$ cat src/rtl/game_pkg.sv
// Shared definitions for the game controller: state encoding, score widths,
// point values and the saturating score adder.
package game_pkg;

  typedef enum logic [2:0] {
    ST_IDLE  = 3'd0,
    ST_CLEAR = 3'd1,
    ST_PLAY  = 3'd2,
    ST_BOSS  = 3'd3,
    ST_WIN   = 3'd4,
    ST_LOSE  = 3'd5
  } state_t;

  localparam int SCORE_W       = 14;
  localparam int SCORE_MAX_DEF = 9999;

  localparam logic [SCORE_W-1:0] EP_POINTS   = 14'd1;
  localparam logic [SCORE_W-1:0] BOSS_POINTS = 14'd10;

  function automatic logic [SCORE_W-1:0] sat_add(
    input logic [SCORE_W-1:0] a,
    input logic [SCORE_W-1:0] inc,
    input logic [SCORE_W-1:0] max_val
  );
    logic [SCORE_W:0] sum;
    sum = {1'b0, a} + {1'b0, inc};
    if (sum > {1'b0, max_val}) return max_val;
    return sum[SCORE_W-1:0];
  endfunction

endpackage

$ cat src/rtl/game_ctrl_tick_timer.sv
// Tick-enabled modulo-TICKS counter; tc flags the tick on which it wraps.
module tick_timer #(
  parameter int TICKS = 4
) (
  input  logic clk,
  input  logic rst,
  input  logic clr,
  input  logic en,
  output logic tc
);

  localparam int CW = (TICKS > 1) ? $clog2(TICKS) : 1;
  localparam logic [CW-1:0] LAST = CW'(TICKS - 1);

  logic [CW-1:0] count_reg;

  assign tc = en & ~clr & (count_reg == LAST);

  always_ff @(posedge clk) begin
    if (rst || clr) begin
      count_reg <= '0;
    end else if (en) begin
      count_reg <= (count_reg == LAST) ? '0 : count_reg + CW'(1);
    end
  end

endmodule

$ cat src/rtl/game_ctrl.sv
// Game sequencing FSM: start screen, board clear, normal play, boss fight
// and the timed win/lose screen, with a saturating score.
module game_ctrl
  import game_pkg::*;
#(
  parameter int KILLS_FOR_BOSS = 10,
  parameter int SPAWN_TICKS    = 150,
  parameter int OVER_TICKS     = 300,
  parameter int SCORE_MAX      = SCORE_MAX_DEF
) (
  input  logic               clk,
  input  logic               rst,
  input  logic               start,
  input  logic               tick,
  input  logic               ep_boom,
  input  logic               b_boom,
  input  logic               p_boom,
  output logic               play_en,
  output logic               obj_rst,
  output logic               spawn_req,
  output logic               boss_phase,
  output logic               win,
  output logic               lose,
  output logic [SCORE_W-1:0] score,
  output logic [2:0]         state
);

  localparam int KW = $clog2(KILLS_FOR_BOSS + 1);
  localparam logic [KW-1:0]      KILLS_LIM = KW'(KILLS_FOR_BOSS);
  localparam logic [SCORE_W-1:0] SCORE_LIM = SCORE_W'(SCORE_MAX);

  state_t             state_reg, state_next;
  logic [SCORE_W-1:0] score_reg, score_next;
  logic [KW-1:0]      kills_reg, kills_next;
  logic               start_q_reg;
  logic               armed_reg;
  logic               spawn_reg;
  logic               start_edge;
  logic               in_play, in_over;
  logic               spawn_tc, over_tc;

  assign in_play = (state_reg == ST_PLAY);
  assign in_over = (state_reg == ST_WIN) || (state_reg == ST_LOSE);

  // armed_reg stays low until start has been seen low after reset, so a key
  // held through reset release never counts as a press.
  assign start_edge = start & ~start_q_reg & armed_reg;

  tick_timer #(.TICKS(SPAWN_TICKS)) u_spawn_timer (
    .clk (clk),
    .rst (rst),
    .clr (~in_play),
    .en  (tick),
    .tc  (spawn_tc)
  );

  tick_timer #(.TICKS(OVER_TICKS)) u_over_timer (
    .clk (clk),
    .rst (rst),
    .clr (~in_over),
    .en  (tick),
    .tc  (over_tc)
  );

  always_comb begin
    state_next = state_reg;
    score_next = score_reg;
    kills_next = kills_reg;
    case (state_reg)
      ST_IDLE: begin
        if (start_edge) state_next = ST_CLEAR;
      end
      ST_CLEAR: begin
        state_next = ST_PLAY;
      end
      ST_PLAY: begin
        if (ep_boom) begin
          score_next = sat_add(score_reg, EP_POINTS, SCORE_LIM);
          if (kills_reg != KILLS_LIM) kills_next = kills_reg + KW'(1);
        end
        if (p_boom) state_next = ST_LOSE;
        else if (kills_reg == KILLS_LIM) state_next = ST_BOSS;
      end
      ST_BOSS: begin
        if (p_boom) begin
          state_next = ST_LOSE;
        end else if (b_boom) begin
          score_next = sat_add(score_reg, BOSS_POINTS, SCORE_LIM);
          state_next = ST_WIN;
        end
      end
      ST_WIN, ST_LOSE: begin
        if (start_edge) state_next = ST_CLEAR;
        else if (over_tc) state_next = ST_IDLE;
      end
      default: begin
        state_next = ST_IDLE;
      end
    endcase
    // Entering CLEAR wipes the previous game so the clear cycle already shows 0.
    if (state_next == ST_CLEAR) begin
      score_next = '0;
      kills_next = '0;
    end
  end

  always_ff @(posedge clk) begin
    if (rst) begin
      state_reg   <= ST_IDLE;
      score_reg   <= '0;
      kills_reg   <= '0;
      start_q_reg <= 1'b0;
      armed_reg   <= 1'b0;
      spawn_reg   <= 1'b0;
    end else begin
      state_reg   <= state_next;
      score_reg   <= score_next;
      kills_reg   <= kills_next;
      start_q_reg <= start;
      armed_reg   <= armed_reg | ~start;
      spawn_reg   <= spawn_tc & (state_next == ST_PLAY);
    end
  end

  assign state      = state_reg;
  assign play_en    = (state_reg == ST_CLEAR) || in_play || (state_reg == ST_BOSS);
  assign obj_rst    = (state_reg == ST_CLEAR);
  assign spawn_req  = spawn_reg;
  assign boss_phase = (state_reg == ST_BOSS);
  assign win        = (state_reg == ST_WIN);
  assign lose       = (state_reg == ST_LOSE);
  assign score      = score_reg;

endmodule

$ cat config.mk
export PLATFORM = sky130hd
export DESIGN_NAME = game_ctrl
export DESIGN_NICKNAME = d
export VERILOG_FILES = /design/src/rtl/game_pkg.sv /design/src/rtl/game_ctrl_tick_timer.sv /design/src/rtl/game_ctrl.sv
export SDC_FILE = /design/constraint.sdc
export NUM_CORES = 1
export LEC_CHECK = 0
export CAP_MARGIN = 10
export CORE_UTILIZATION = 55
export DETAILED_ROUTE_END_ITERATION = 8
export GPL_TIMING_DRIVEN = 0
export PLACE_DENSITY_LB_ADDON = 0.2
export SLEW_MARGIN = 40
export SYNTH_ARGS = -nofsm -noshare
export SYNTH_HDL_FRONTEND = slang
export SYNTH_SLANG_ARGS = --single-unit
$ cat constraint.sdc
create_clock -name clk -period 3.7 [get_ports clk]
set_clock_uncertainty 0.1 [all_clocks]
set_input_delay 0.555 -clock clk [delete_from_list [all_inputs] [get_ports clk]]
set_output_delay 0.555 -clock clk [all_outputs]
set_load 0.03 [all_outputs]
==> metrics.md, run 1 <==
| Metric | Value |
|---|---|
| Status | `finished, final reports clean` |
| Ratio of routed vias to standard cells | `6.14` |
| Cells after DPL | `466` |
| Total setup violations reported at the end of the flow | `0` |
| Routed length per instance | `15.4 µm` |
| Arrival time reported for the critical path endpoint | `3.57 ns` |
| FF+latch count, synth | `41` |
| Number of buffers between clock root and the deepest sink | `2` |
| Number of buffers and inverters on the critical path | `3` |
| Largest net degree at the start of global routing | `14` |
| TritonCTS clock tree | `built` |
| Count of different cell masters after synthesis | `63` |
| Vias in the first global route | `approximately 2,500` |
| Final worst setup slack | `0.226 ns` |
| Largest register FFs | `14` |
| Total clock sinks | `41` |
| Slowest library cell on the worst path | `sky130_fd_sc_hd__dfxtp_1` |
| Routability congestion estimate from global placement | `between 0.9 and 1` |
| CP dominant cell by count | `sky130_fd_sc_hd__and3_1` |
| Register area share after synthesis | `0.291` |
| Instance count of the mapped netlist | `370` |
| Die boundary width | `73.6 µm` |
| Effective utilization at floorplan | `0.585` |
| Peak ir drop on the vdd network | `around 0.00033 V` |
| Final count of hold timing violations | `0` |
| Required arrival time at the worst endpoint | `3.79 ns` |
| Fraction of post-synthesis cell area in the top cell type by area | `0.291` |
| Leftover overflow at the end of global routing | `0` |
| Worst setup path category | `flop to flop` |
| Top area cells in the synthesized netlist | `sky130_fd_sc_hd__dfxtp_1 (29%), sky130_fd_sc_hd__nor2_1 (7.6%), sky130_fd_sc_hd__xnor2_1 (4.7%), sky130_fd_sc_hd__ha_1 (4.4%), sky130_fd_sc_hd__xor2_1 (4.0%)` |
| Headroom to the max-slew limit | `0.491` |
| End of the critical path | `score[3]` |
| Critical path launch point type | `flop` |
| Most numerous cell types in the synthesized netlist | `sky130_fd_sc_hd__nor2_1 (57), sky130_fd_sc_hd__dfxtp_1 (41), sky130_fd_sc_hd__nand2_1 (24)` |
| Net count of the mapped netlist | `around 390` |
| Capturing element type of the critical path | `flop` |
| Post-synth EDFFs | `0` |
| Total wire length | `approximately 7300 µm` |
| Period utilisation layout | `0.939` |
| Cts-stage hold buffer count | `0` |
| Synthesis-to-finish area growth | `16.4%` |
| Final total negative setup slack | `0 ns` |
| Synth warn | `0` |
| Non-filler cells in the finished layout | `474` |
| Remaining routing DRC violations | `0` |
| Total GRT Usage | `0.279` |
| Crit-path max FO | `10` |
| Family of cells with the greatest summed delay on the critical path | `simple AND/OR/NAND/NOR gates` |
| Core ar. | `4820 µm²` |
| Post-CTS repair timing setup buffer count | `0` |
| Slew of the pin with the lowest slew margin | `0.755 ns` |
| Count of input and output buffers | `29` |
| Instance count on the critical path | `12` |
| Via Count | `between 2,000 and 3,000` |
| Antenna fix cells | `0` |
| R2r worst-path depth | `12` |
| Number of max-slew violations in the final report | `0` |
| CTS H-tree depth | `2` |
| Die boundary height | `73.6 µm` |
| Leakage power total | `0.00106 µW` |
| Delay of the slowest cell on the worst path | `0.53 ns` |
| Cell type contributing the most total cell area after synthesis | `sky130_fd_sc_hd__dfxtp_1` |
| Worst Setup SP | `score[1]` |
| Die area | `5420 µm²` |
| Most used flip-flop cell after synthesis | `sky130_fd_sc_hd__dfxtp_1` |
| Number of gates resized after CTS | `0` |
| Async set or reset register ratio after synthesis | `0` |
| Reg2reg end | `score[3]` |
| Mean area per synthesized cell | `roughly 7.6 µm²` |
| Total Nets Final | `423` |
| Max Cap Viol | `0` |
| First DRT Iteration DRCs | `369` |
| Min Tclk post-route | `3.47 ns` |
| Detailed-placement wirelength estimate | `5180 µm` |
| Worst slack after detailed placement | `just under 0.2 ns` |
| Clock latency on the worst-skew pair | `0.30 ns` |
| Power per standard cell area | `251 nW/µm²` |
| Buffer cell driving the clock tree root | `sky130_fd_sc_hd__clkbuf_8` |
| Layout cell share with drive strength beyond 1 | `0.0762` |
| Clock edge transition at the registers on the reported setup and hold paths | `roughly 0.080 ns` |
| Area of the mapped netlist | `2820 µm²` |
| Antenna violations before repair | `0` |
| Register-to-register setup slack | `0.23 ns` |
| Number of iterations in the first detailed-routing pass | `5` |
| Global-route wire length before repair | `about 12,000 µm` |
| Number of placed I/O pins | `30` |
| Max Clk Rate | `288 MHz` |
| Cell with the most instances after synthesis | `sky130_fd_sc_hd__nor2_1` |
| Final antenna-violating net count | `0` |
| Number of CTS-inserted buffers | `5` |
| Path category of the worst min-delay check | `flop to flop` |
| Unrepaired setup endpoints after global routing | `no` |
| R2R Path Start | `score[1]` |
| Row count | `25` |
| Ordered cell list for the critical path | `ha_1 -> clkbuf_2 -> and3_1 -> clkbuf_1 -> nand2_1 -> or3_1 -> and3_1 -> a31oi_1 -> buf_2 -> nor2_1 -> a21o_1 -> nor4_1` |
==> layer usage <==
metal	GRT usage	wire length (µm)	share of wire	up-vias
li1	-	-	-	1419
met1	0.403	3340	0.46	1330
met2	0.417	3160	0.43	140
met3	0.0521	647	0.089	19
met4	0.0876	153	0.021	0
met5	0	0	0	-
==> kinds of logic after synthesis <==
family          count (synthesis)  share of synthesized area
xor+xnor                       28                     0.0870
compound gates                 88                      0.210
mux                             2                    0.00710
fa+ha+maj                      10                     0.0444
buf+inv                        35                     0.0581
flops                          41                      0.291
simple gates                  166                      0.303
==> area by class of cell <==
| type | instances | area (µm²) |
|---|---|---|
| clock inverter | 3 | 17.5 |
| buffer | 25 | 129 |
| tap | 67 | 83.8 |
| fill | 456 | 1540 |
| timing repair buffer | 29 | 290 |
| multi-input combinational | 294 | 1830 |
| clock buffer | 5 | 68.8 |
| sequential | 41 | 821 |
| inverter | 10 | 37.5 |
==> metrics by stage <==
stage	power [µW]	util	hold slack (ns)	cell area, µm²
floorplan	504	-	0.324	2820
global placement	531	0.663	0.339	3190
detailed placement	533	0.663	0.351	3190
CTS	827	0.681	0.364	3280
global route	860	0.681	0.389	3280
finish	824	0.681	0.363	3280
==> report_power, final <==
part / internal, µW / switching (µW)
Sequential: 446 / 6.01
Clock: 130 / 170
Combinational: 27.5 / 44.4
==> placed cells by master, fill, tap and decap left out, types with 13 or more instances in the layout <==
cell                              instances
sky130_fd_sc_hd__nor2_1                  57
sky130_fd_sc_hd__dfxtp_1                 41
sky130_fd_sc_hd__clkdlybuf4s50_1         29
sky130_fd_sc_hd__nand2_1                 24
sky130_fd_sc_hd__nand3_1                 19
sky130_fd_sc_hd__a21oi_1                 18
sky130_fd_sc_hd__o21ai_0                 18
sky130_fd_sc_hd__xnor2_1                 15
sky130_fd_sc_hd__a31oi_1                 13
sky130_fd_sc_hd__xor2_1                  13
==> how the worst min path moves through the flow <==
stage	start	endpoint	slack (ns)	cells past startpoint
final	armed_reg	armed_reg	0.36	2
after global routing	armed_reg	armed_reg	0.39	2
after CTS	armed_reg	armed_reg	0.36	2
after detailed placement	armed_reg	armed_reg	0.35	2
after global placement	armed_reg	armed_reg	0.34	2
after floorplan	armed_reg	armed_reg	0.32	2
==> tightest hold or removal path, cell delays in order (launching register included) <==
cell and delay, ns:
sky130_fd_sc_hd__dfxtp_1 0.32, sky130_fd_sc_hd__inv_1 0.05, sky130_fd_sc_hd__a21oi_1 0.05
Note: power is estimated with default switching activity, not from simulation.
==> run 2: changes to the inputs <==
--- a/config.mk
+++ b/config.mk
@@ -9,7 +9,7 @@
 export CORE_UTILIZATION = 55
 export DETAILED_ROUTE_END_ITERATION = 8
 export GPL_TIMING_DRIVEN = 0
-export PLACE_DENSITY_LB_ADDON = 0.2
+export PLACE_DENSITY_LB_ADDON = 0.12
 export SLEW_MARGIN = 40
 export SYNTH_ARGS = -nofsm -noshare
 export SYNTH_HDL_FRONTEND = slang
==> constraint.sdc (replaced) <==
create_clock -name clk -period 3.7 [get_ports clk]
set_clock_uncertainty 0.1 [all_clocks]
set_input_delay 0.37 -clock clk [delete_from_list [all_inputs] [get_ports clk]]
set_output_delay 0.37 -clock clk [all_outputs]
set_load 0.03 [all_outputs]
==> run 2 against run 1 <==
Sequential cell count unchanged; final cell count unchanged; via count about the same; sequential power about the same; register-to-register slack improved by 0.02 ns; sequential share of layout area decreased by 0.067 points; global-route usage increased by 0.35 points; routed wire length decreased by 0.42%; power increased by 2.4%; largest power group unchanged.
==> metrics.md, run 2 (synthesized netlist as in run 1, its figures left out) <==
| Metric | Value |
|---|---|
| Detailed-placement wirelength estimate | `5240 µm (+1.1%)` |
| Synthesis-to-finish area growth | `16.7%` |
| Worst setup path category | `flop to flop` |
| Worst slack after detailed placement | `0.234 ns (+0.0407 ns)` |
| Ratio of routed vias to standard cells | `6.13 (about the same)` |
| Crit-path max FO | `10 (unchanged)` |
| Count of input and output buffers | `29 (unchanged)` |
| Max Clk Rate | `289 MHz (+0.43%)` |
| Total GRT Usage | `0.282 (+0.00355)` |
| Path category of the worst min-delay check | `flop to flop` |
| Number of max-slew violations in the final report | `0 (unchanged)` |
| Most common cell after layout, fill and taps aside | `sky130_fd_sc_hd__nor2_1` |
| Largest net degree at the start of global routing | `14 (unchanged)` |
| CTS H-tree depth | `2 (unchanged)` |
| Final antenna-violating net count | `0 (unchanged)` |
| Final count of hold timing violations | `0 (unchanged)` |
| Number of buffers between clock root and the deepest sink | `2 (unchanged)` |
| Unrepaired setup endpoints after global routing | `no` |
| Leftover overflow at the end of global routing | `0 (unchanged)` |
| Clock latency on the worst-skew pair | `0.30 ns (about the same)` |
| Commonest cells after routing, fill and taps aside | `sky130_fd_sc_hd__nor2_1 (57), sky130_fd_sc_hd__dfxtp_1 (41), sky130_fd_sc_hd__clkdlybuf4s50_1 (29)` |
| Vias in the first global route | `2,581 (+4.4%)` |
| Total of fill cells in the finished design | `436 (-4.4%)` |
| Headroom to the max-slew limit | `0.502 (+0.0110)` |
| Routability congestion estimate from global placement | `0.950 (+0.63%)` |
| Final worst setup slack | `0.241 ns (+0.0150 ns)` |
| Total setup violations reported at the end of the flow | `0 (unchanged)` |
| Slew of the pin with the lowest slew margin | `0.744 ns (-0.0112 ns)` |
| Peak ir drop on the vdd network | `0.000228 V (-32%)` |
| Required arrival time at the worst endpoint | `3.79 ns (about the same)` |
| Capturing element type of the critical path | `flop` |
| Leakage power total | `0.00107 µW (+0.45%)` |
| Final total negative setup slack | `0 ns (unchanged)` |
| Antenna fix cells | `0 (unchanged)` |
| Die boundary height | `73.6 µm (unchanged)` |
| Die area | `5420 µm² (unchanged)` |
| Row count | `25 (unchanged)` |
| Post-CTS repair timing setup buffer count | `0 (unchanged)` |
| Number of placed I/O pins | `30 (unchanged)` |
| Layout cell share with drive strength beyond 1 | `0.0737 (-0.00246)` |
| Number of CTS-inserted buffers | `5 (unchanged)` |
| Clock edge transition at the registers on the reported setup and hold paths | `0.09 ns (about the same)` |
| Critical path launch point type | `flop` |
| Antenna violations before repair | `0 (unchanged)` |
| Total clock sinks | `41 (unchanged)` |
| Via Count | `2,906 (-0.069%)` |
| Power per standard cell area | `257 nW/µm² (+2.1%)` |
| Effective utilization at floorplan | `0.585 (unchanged)` |
| Buffer cell driving the clock tree root | `sky130_fd_sc_hd__clkbuf_8` |
| Remaining routing DRC violations | `0 (unchanged)` |
| Die boundary width | `73.6 µm (unchanged)` |
| Total wire length | `7270 µm (-0.42%)` |
| Number of iterations in the first detailed-routing pass | `5 (unchanged)` |
| Period utilisation layout | `0.935 (-0.00406)` |
| Arrival time reported for the critical path endpoint | `3.54 ns (-0.03 ns)` |
| Largest register FFs | `14 (unchanged)` |
| Min Tclk post-route | `3.46 ns (-0.0150 ns)` |
| TritonCTS clock tree | `built` |
| Status | `finished, final reports clean` |
| Core ar. | `4820 µm² (unchanged)` |
| Routed length per instance | `15.3 µm (-0.42%)` |
| Total Nets Final | `423 (unchanged)` |
| Global-route wire length before repair | `11,900 µm (+2.0%)` |
| Max Cap Viol | `0 (unchanged)` |
| First DRT Iteration DRCs | `345 (-6.5%)` |
## run 2: worst paths after layout
path / from / end / slack, ns / depth (start not counted)
max: score[1] / score[7] / 0.24 / 12
min: armed_reg / armed_reg / 0.38 / 2
max reg2reg: score[1] / score[7] / 0.24 / 12
min reg2reg: armed_reg / armed_reg / 0.38 / 2
## run 2: cell type report
type                    count  area (µm²)  share of cell area
clock inverters             2        13.8             0.00418
well taps                  67        83.8              0.0255
multi-input cells         294        1830               0.557
flip-flops and latches     41         821               0.249
repair buffers             29         290              0.0882
clock buffers               6        82.6              0.0251
plain buffers              25         128              0.0388
inverters                  10        37.5              0.0114
## run 2: power breakdown
group / internal (µW) / switching (µW) / total, µW / leakage, µW
Sequential: 446 / 6.24 / 452 / 0.000331
Clock: 151 / 170 / 321 / 0.0000512
Combinational: 27.5 / 43.8 / 71.3 / 0.000684
## run 2: metal layers
layer  routed length (µm)  share of wire  global-route usage
met5                    0              0                   0
met3                  695          0.096              0.0658
met2                 3150           0.43               0.420
met4                  143          0.020               0.115
met1                 3280           0.45               0.392
## run 2: what timing repair did
item                       4_1_cts  5_1_grt
hold buffers                     0        0
setup endpoints to repair        0        7
gates resized for setup          0        2
## run 2: critical path, cell delays in order (launching register included)
cell and delay (ns):
sky130_fd_sc_hd__dfxtp_1 0.54, sky130_fd_sc_hd__ha_1 0.27, sky130_fd_sc_hd__clkbuf_2 0.23, sky130_fd_sc_hd__and3_1 0.18, sky130_fd_sc_hd__clkbuf_1 0.30, sky130_fd_sc_hd__nand2_1 0.12
sky130_fd_sc_hd__or3_1 0.32, sky130_fd_sc_hd__and3_1 0.22, sky130_fd_sc_hd__a31o_2 0.24, sky130_fd_sc_hd__clkbuf_1 0.27, sky130_fd_sc_hd__a21oi_1 0.19, sky130_fd_sc_hd__o21ai_0 0.10
sky130_fd_sc_hd__a32o_1 0.27
## run 2: metrics by stage
step           instances  area [µm²]  power (µW)  hold slack, ns  utilization
6_report             474        3290         844           0.383        0.683
5_1_grt              474        3290         871           0.429        0.683
4_1_cts              474        3290         845           0.391        0.683
3_5_place_dp         466        3190         532           0.378        0.663
3_3_place_gp         466        3190         532           0.344        0.663
2_1_floorplan        370        2820         504           0.324            -
==> run 3: changes to the inputs <==
--- a/config.mk
+++ b/config.mk
@@ -5,11 +5,11 @@
 export SDC_FILE = /design/constraint.sdc
 export NUM_CORES = 1
 export LEC_CHECK = 0
-export CAP_MARGIN = 10
 export CORE_UTILIZATION = 55
 export DETAILED_ROUTE_END_ITERATION = 8
 export GPL_TIMING_DRIVEN = 0
 export PLACE_DENSITY_LB_ADDON = 0.12
+export SKIP_LAST_GASP = 1
 export SLEW_MARGIN = 40
 export SYNTH_ARGS = -nofsm -noshare
 export SYNTH_HDL_FRONTEND = slang
==> results of run 3 <==
Final layout, timing and power as in run 2 (identical DEF).
